**config.mk**
```make
export PLATFORM = sky130hd
export DESIGN_NAME = mux2_stream_arbiter_flat
export DESIGN_NICKNAME = d
export VERILOG_FILES = /design/src/rtl/mux2_stream_arbiter_if.sv /design/src/rtl/mux2_stream_arbiter.sv /design/src/flat_wrapper.sv
export SDC_FILE = /design/constraint.sdc
export NUM_CORES = 1
export LEC_CHECK = 0
export BUFFER_PORTS_ARGS = -buffer_cell sky130_fd_sc_hd__buf_2
export CAP_MARGIN = 20
export CORE_UTILIZATION = 30
export DETAILED_ROUTE_END_ITERATION = 6
export PLACE_DENSITY = 0.5
export SKIP_LAST_GASP = 1
export SLEW_MARGIN = 5
export SYNTH_ARGS = -nofsm -noshare
export SYNTH_HDL_FRONTEND = slang
export SYNTH_SLANG_ARGS = --single-unit
```
**constraint.sdc**
```tcl
create_clock -name clk -period 3 [get_ports clk]
set_input_delay 0.3 -clock clk [delete_from_list [all_inputs] [get_ports clk]]
set_output_delay 0.3 -clock clk [all_outputs]
set_load 0.01 [all_outputs]
```
**src/rtl/mux2_stream_arbiter_if.sv**
```systemverilog
// mux2_stream_arbiter_if: two valid/ready/last sources, the mux select and the buffered output stream.
interface mux2_stream_arbiter_if #(parameter int DW = 8);
  logic          i0_valid;
  logic [DW-1:0] i0_data;
  logic          i0_last;
  logic          i0_ready;
  logic          i1_valid;
  logic [DW-1:0] i1_data;
  logic          i1_last;
  logic          i1_ready;
  logic          sel;
  logic          y_valid;
  logic [DW-1:0] y_data;
  logic          y_last;
  logic          y_ready;
  modport master (
    output i0_valid, i0_data, i0_last, i1_valid, i1_data, i1_last, y_ready,
    input  i0_ready, i1_ready, sel, y_valid, y_data, y_last
  );
  modport slave (
    input  i0_valid, i0_data, i0_last, i1_valid, i1_data, i1_last, y_ready,
    output i0_ready, i1_ready, sel, y_valid, y_data, y_last
  );
endinterface

```
**src/rtl/mux2_stream_arbiter.sv**
```systemverilog
// mux2_stream_arbiter: packet-aware round-robin arbiter with registered mux select and one-entry output buffer.
module mux2_stream_arbiter #(
  parameter int DW        = 8,
  parameter int MAX_BURST = 4
) (
  input  logic                  clk,
  input  logic                  rst,
  mux2_stream_arbiter_if.slave  bus
);
  typedef enum logic [1:0] {IDLE, GRANT0, GRANT1} state_t;
  state_t        state, nxt;
  logic          rr;
  logic [7:0]    cnt;
  logic          gch, can_load, xfer, xlast, rel, own_valid, other_valid;
  logic [DW-1:0] xdata;
  assign gch          = state == GRANT1;
  assign can_load     = !bus.y_valid || bus.y_ready;
  assign bus.i0_ready = state == GRANT0 && can_load;
  assign bus.i1_ready = state == GRANT1 && can_load;
  assign xfer         = (bus.i0_valid && bus.i0_ready) || (bus.i1_valid && bus.i1_ready);
  assign xdata        = gch ? bus.i1_data : bus.i0_data;
  assign xlast        = gch ? bus.i1_last : bus.i0_last;
  assign own_valid    = gch ? bus.i1_valid : bus.i0_valid;
  assign other_valid  = gch ? bus.i0_valid : bus.i1_valid;
  assign rel          = xfer && (xlast || ({1'b0, cnt} + 9'd1 == 9'(MAX_BURST)));
  // A waiting peer always wins the handover; otherwise the current owner may continue.
  always_comb begin
    nxt = state;
    if (state == IDLE)
      nxt = bus.i0_valid && (!bus.i1_valid || !rr) ? GRANT0 : bus.i1_valid ? GRANT1 : IDLE;
    else if (rel)
      nxt = other_valid ? (gch ? GRANT0 : GRANT1) : own_valid ? state : IDLE;
  end
  always_ff @(posedge clk or posedge rst) begin
    if (rst) begin
      state       <= IDLE;
      bus.sel     <= 1'b0;
      rr          <= 1'b0;
      cnt         <= '0;
      bus.y_valid <= 1'b0;
      bus.y_data  <= '0;
      bus.y_last  <= 1'b0;
    end else begin
      state <= nxt;
      if (nxt != IDLE) bus.sel <= nxt == GRANT1;
      if (rel) begin
        cnt <= '0;
        rr  <= !gch;
      end else if (xfer) cnt <= cnt + 8'd1;
      if (xfer) begin
        bus.y_valid <= 1'b1;
        bus.y_data  <= xdata;
        bus.y_last  <= xlast;
      end else if (bus.y_ready) bus.y_valid <= 1'b0;
    end
  end
endmodule

```
**src/flat_wrapper.sv**
```systemverilog
// flat-port wrapper written by rule: the top's interface ports become plain ports
module mux2_stream_arbiter_flat 
#(
  parameter int DW        = 8,
  parameter int MAX_BURST = 4
)
  (clk, rst, bus_i0_valid, bus_i0_data, bus_i0_last, bus_i1_valid, bus_i1_data, bus_i1_last, bus_y_ready, bus_i0_ready, bus_i1_ready, bus_sel, bus_y_valid, bus_y_data, bus_y_last);
  mux2_stream_arbiter_if #(.DW(DW)) bus_i ();
  input  logic clk;
  input  logic rst;
  input wire logic [$bits(bus_i.i0_valid)-1:0] bus_i0_valid;
  input wire logic [$bits(bus_i.i0_data)-1:0] bus_i0_data;
  input wire logic [$bits(bus_i.i0_last)-1:0] bus_i0_last;
  input wire logic [$bits(bus_i.i1_valid)-1:0] bus_i1_valid;
  input wire logic [$bits(bus_i.i1_data)-1:0] bus_i1_data;
  input wire logic [$bits(bus_i.i1_last)-1:0] bus_i1_last;
  input wire logic [$bits(bus_i.y_ready)-1:0] bus_y_ready;
  output wire logic [$bits(bus_i.i0_ready)-1:0] bus_i0_ready;
  output wire logic [$bits(bus_i.i1_ready)-1:0] bus_i1_ready;
  output wire logic [$bits(bus_i.sel)-1:0] bus_sel;
  output wire logic [$bits(bus_i.y_valid)-1:0] bus_y_valid;
  output wire logic [$bits(bus_i.y_data)-1:0] bus_y_data;
  output wire logic [$bits(bus_i.y_last)-1:0] bus_y_last;
  assign bus_i.i0_valid = bus_i0_valid;
  assign bus_i.i0_data = bus_i0_data;
  assign bus_i.i0_last = bus_i0_last;
  assign bus_i.i1_valid = bus_i1_valid;
  assign bus_i.i1_data = bus_i1_data;
  assign bus_i.i1_last = bus_i1_last;
  assign bus_i.y_ready = bus_y_ready;
  assign bus_i0_ready = bus_i.i0_ready;
  assign bus_i1_ready = bus_i.i1_ready;
  assign bus_sel = bus_i.sel;
  assign bus_y_valid = bus_i.y_valid;
  assign bus_y_data = bus_i.y_data;
  assign bus_y_last = bus_i.y_last;
  mux2_stream_arbiter #(.DW(DW), .MAX_BURST(MAX_BURST)) u_core (.clk(clk), .rst(rst), .bus(bus_i));
endmodule
```
[Word-level counts from Yosys, hierarchy flattened]
Cells that the tools add are included.
Storage, ports and cells
  bits in registers: 22
  bits of input ports: 23
  output and inout bits: 13
Operators by class
  $add $sub $neg: 2
  eq/ne operators: 4
  multiplexer cells: 15
  reduce and logical (&&, ||, !) cells: 18
Operators by type and width (count)
  8-bit two-way mux: 3
  2-bit two-way mux: 7
  8-bit by 1-bit adder with 9-bit output, second input constant: 1
  9-bit by 3-bit == test with 1-bit output, second input constant: 1
  8-bit by 1-bit adder with 8-bit output, second input constant: 1
  1-bit logical AND: 6
  2-bit nonzero test: 3
  1-bit two-way mux: 5
  2-bit == test, second input constant: 2
  1-bit logical NOT: 4
  1-bit logical OR: 4
  2-bit by 1-bit == test with 1-bit output, second input constant: 1
  2-bit logical NOT: 1

[Depth between registers and ports, before layout]
  depth after elaboration: 9
  mapped depth: 8

[Worst setup path after synthesis]
Ideal clock, no wire load.
  path type: register to register
  from: register u_core.cnt[0]
  to: register u_core.bus.sel
  library setup time: 0.119 ns
  arrival time: 1.738 ns
  data required time: 2.881 ns
  path slack: 1.143 ns
  stages on the path, launching flop included: 9
  path buffers: 1
  period minus slack after synthesis: 1.857 ns
  cell sequence: dfrtp_1 ha_1 nand3_1 or3_1 nand4_1 or2_1 buf_2 a221oi_2 o21ba_1
On the way
  cells in the longest elaborated chain, start to end: 7
  elaborated cells between the ends (all ways): 8
  classes of those cells: 1 x add/sub; 2 x eq/ne; 2 x mux; 3 x reduce/logical
RTL lines
  start, declared: RTL line mux2_stream_arbiter.sv:13  | logic [7:0] cnt;
  start signal, assigned: RTL line mux2_stream_arbiter.sv:49  | end else if (xfer) cnt <= cnt + 8'd1;
  8-bit by 1-bit adder with 9-bit output *: RTL line mux2_stream_arbiter.sv:25  | assign rel = xfer && (xlast || ({1'b0, cnt} + 9'd1 == 9'(MAX_BURST)));
  9-bit by 3-bit == test with 1-bit output *: RTL line mux2_stream_arbiter.sv:25
  1-bit logical OR *: RTL line mux2_stream_arbiter.sv:25
  1-bit logical AND *: RTL line mux2_stream_arbiter.sv:25
  2-bit two-way mux *: RTL line mux2_stream_arbiter.sv:31  | else if (rel)
  2-bit two-way mux *: RTL line mux2_stream_arbiter.sv:29  | if (state == IDLE)
  net u_core.nxt[0]: RTL line mux2_stream_arbiter.sv:11  | state_t state, nxt;
  2-bit == test / 2-bit nonzero test (equally long branches): RTL line mux2_stream_arbiter.sv:45  | if (nxt != IDLE) bus.sel <= nxt == GRANT1;
  end signal, assigned: RTL line mux2_stream_arbiter.sv:37  | bus.sel <= 1'b0;
  end signal, assigned: RTL line mux2_stream_arbiter.sv:45
  end, declared: RTL line mux2_stream_arbiter_if.sv:22  | output i0_ready, i1_ready, sel, y_valid, y_data, y_last
Mark *: on every way through the listed nets, which the timed path passes. The rest lies on a longest branch.
A chain may end at the register's enable or synchronous reset.

[Worst setup path after layout]
  from: register u_core.state[0]
  to: register u_core.bus.sel
On the way
  cells in the longest elaborated chain, start to end: 8
  elaborated cells between the ends (all ways): 20
  classes of those cells: 3 x eq/ne; 8 x mux; 9 x reduce/logical
RTL lines
  start, declared: RTL line mux2_stream_arbiter.sv:11
  start signal, assigned: RTL line mux2_stream_arbiter.sv:44  | state <= nxt;
  branches (longest 6 deep; another with 2-bit == test)
  2-bit two-way mux *: RTL line mux2_stream_arbiter.sv:29
  net u_core.nxt[0]: RTL line mux2_stream_arbiter.sv:11
  2-bit == test / 2-bit nonzero test (equally long branches): RTL line mux2_stream_arbiter.sv:45
Mark *: on every way through the listed nets, which the timed path passes.

==> flow_summary.yaml <==
placed_design:
  dp_cells: 214
  dp_hpwl_um: 2180
  globalplace.congestion: 0.830
  portBuffers: 35
  place_area_um2: 1440
min_path:
  hold_class: "input pin to asynchronous set/reset pin"
route:
  drt_iter0_drc: 22
  ant_nets: 0
  drc: 0
  vias: 1100
  post_drt_via_cell_ratio: 5.07
  drt-total-wl_um: 2840
  first_pass_iters: 4
  avgRoutedWirePerCell_um: 13.1
global_route:
  grt-ovfl-total: 0
  track_usage_pct: 14.8
  antenna_found_initial: 0
  grt_pass1_wl_um: 4930
  grt_pass1_vias: 1166
  grt_max_degree: 23
setup_path:
  slowest_delay_ps: 500
  cp-end-kind: "flop"
  critPathBufInv: 0
  required_ps: 3150
  start_kind: "flop"
  crit_chain: "nand3b_4, a21oi_4, nand3_2, or2_1, a221oi_2, o21ba_1"
  critical_path_class: "flop to flop"
  critPathSlowestCell: "dfrtp_1"
  cp_max_fo: 12
  path_delay_family: "compound AO/OA/AOI/OAI gates"
  critPathArrivalTime_ps: 2280
pwr:
  p_leak_nw: 0.682
  vdd_ir_drop_max_mv: 0.352
  power-per-cell-area_nw_per_um2: 872
sta:
  maxSlewViolCount: 0
  worstMarginPinSlew_ps: 851
  grt_setup_unrepaired: "false"
  fin_crit_sh_pct: 71.0
  whs_ps: 211
  post-route-min-period_ps: 2130
  fin_setup_tns_ps: 0
  finalHoldViolations: 0
  slew_headroom_pct: 43.2
  finalClockSkew_ps: 1.78
  finalSetupViolations: 0
  max_freq_mhz: 470
die:
  initial_core_util_pct: 32.3
  die_h_um: 65.7
  die_area_um2: 4320
  fp.dieW_um: 65.7
  rows: 22
  num_io_pins: 36
  core-area_um2: 3770
final_layout:
  nNetsFinal: 195
  final_cell_mix: "buf_2 (35), nand2_1 (27), dfrtp_1 (22)"
  layout_commonest_cell: "buf_2"
  area_growth_syn_to_layout_pct: 21.3
  finalInstanceArea_um2: 1480
  drive_gt1_share_pct: 30.2
  finalNonFillerCells: 217
  antenna_cells: 0
  fillers: 388
status:
  status: "finished clean"
cts:
  cts_hold_buf: 0
  clk_latency_ps: 250
  cts_setup_buffers: 0
  htree_levels: 1
  cts_buffer_depth: 2
  path_clk_slew_ps: 70
  clock-root-buffer: "clkbuf_8"
  numCtsBuffers: 3
  cts_tree: "yes"
  cts_resized: 0
  clock-sinks: 22
yosys:
  postSynth.asyncResetShare_pct: 100
  synth.yosys.seq_area_share_pct: 45.2
  yosys_warnings: 0
  synth-edff-count: 0
  synth.distinct_cells: 40
  syn-instance-count: 135
  dominantRegCellSynth: "dfrtp_1"
  ys_ff_latch: 22
  syn-num-nets: 159
  avgSynthCellArea_um2: 9.03
  synthesis.area_um2: 1220
flow_run:
  drv_cap: 0
==> cells in the mapped netlist, types with 2 or more instances <==
cell type	count	area, um2
nand2b_1	4	25.0
o21ai_0	3	15.0
inv_1	3	11.3
nand3_1	4	20.0
o21ai_1	3	15.0
a21oi_1	4	20.0
dfrtp_1	22	551
a31oi_1	10	62.6
xor2_1	2	17.5
nand2_1	27	101
buf_2	2	10.0
nor2_1	17	63.8
nand3b_4	2	40.0
clkbuf_1	3	11.3
nor2b_1	2	12.5
o211ai_1	2	15.0
o31ai_1	2	15.0
==> registers in the layout, indices dropped and copies added (netlist names) <==
name and flops:
u_core.bus.y_data 8, u_core.cnt 8, u_core.state 2, u_core.bus.sel 1, u_core.bus.y_last 1, u_core.bus.y_valid 1, u_core.rr 1
==> power by group <==
group | switching (mW) | internal [mW]
Combinational | 0.343 | 0.265
Clock | 0.0883 | 0.0894
Sequential | 0.0953 | 0.408
Total | 0.527 | 0.762
==> stage by stage <==
stage | setup slack (ps) | power [mW] | utilization, %
finish | 871 | 1.29 | 39.2
global route | 791 | 1.40 | 39.2
CTS | 875 | 1.31 | 39.2
detailed placement | 895 | 1.13 | 38.1
global placement | 947 | 1.11 | 38.1
floorplan | 1140 | 0.929 | -
==> final timing paths <==
check,to,startpoint,slack [ps],depth (start not counted)
worst max register to register,u_core.bus.sel,u_core.state[0],870,6
worst min register to register,u_core.bus.sel,u_core.bus.sel,500,1
max in group asynchronous,u_core.bus.y_data[4],rst,2270,2
min in group clk,u_core.bus.y_data[2],bus_i1_data[2],290,3
worst min-delay path,u_core.bus.y_data[6],rst,210,2
worst max-delay path,u_core.bus.sel,u_core.state[0],870,6
==> cell families (layout without fill, tap and decap cells) <==
logic type	count (synthesis)	after routing	synth area share, %
AOI/OAI and AO/OA	32	32	18.6
xor gates and xnor gates	3	3	2.16
adders and majority gates	1	1	1.03
buffers and inverters	10	44	3.90
DFF	22	22	45.2
muxes	2	2	2.16
and+or+nand+nor	65	65	27.0
==> final cells by class <==
class,instances,area (um2),area share (%)
sequential,22,551,37.3
clock buffer,3,41.3,2.79
inverter,4,15.0,1.02
multi-input combinational,103,621,42.0
timing repair buffer,37,190,12.9
tap,48,60.1,4.06
==> metal layers <==
metal	track usage (%)	share of wire, %	up-vias
met5	0	0	-
met4	5.98	1.0	0
met3	2.26	2.5	4
met2	26.3	49	17
met1	17.7	47	536
li1	-	-	543
Power figures use the tool's default switching activity.
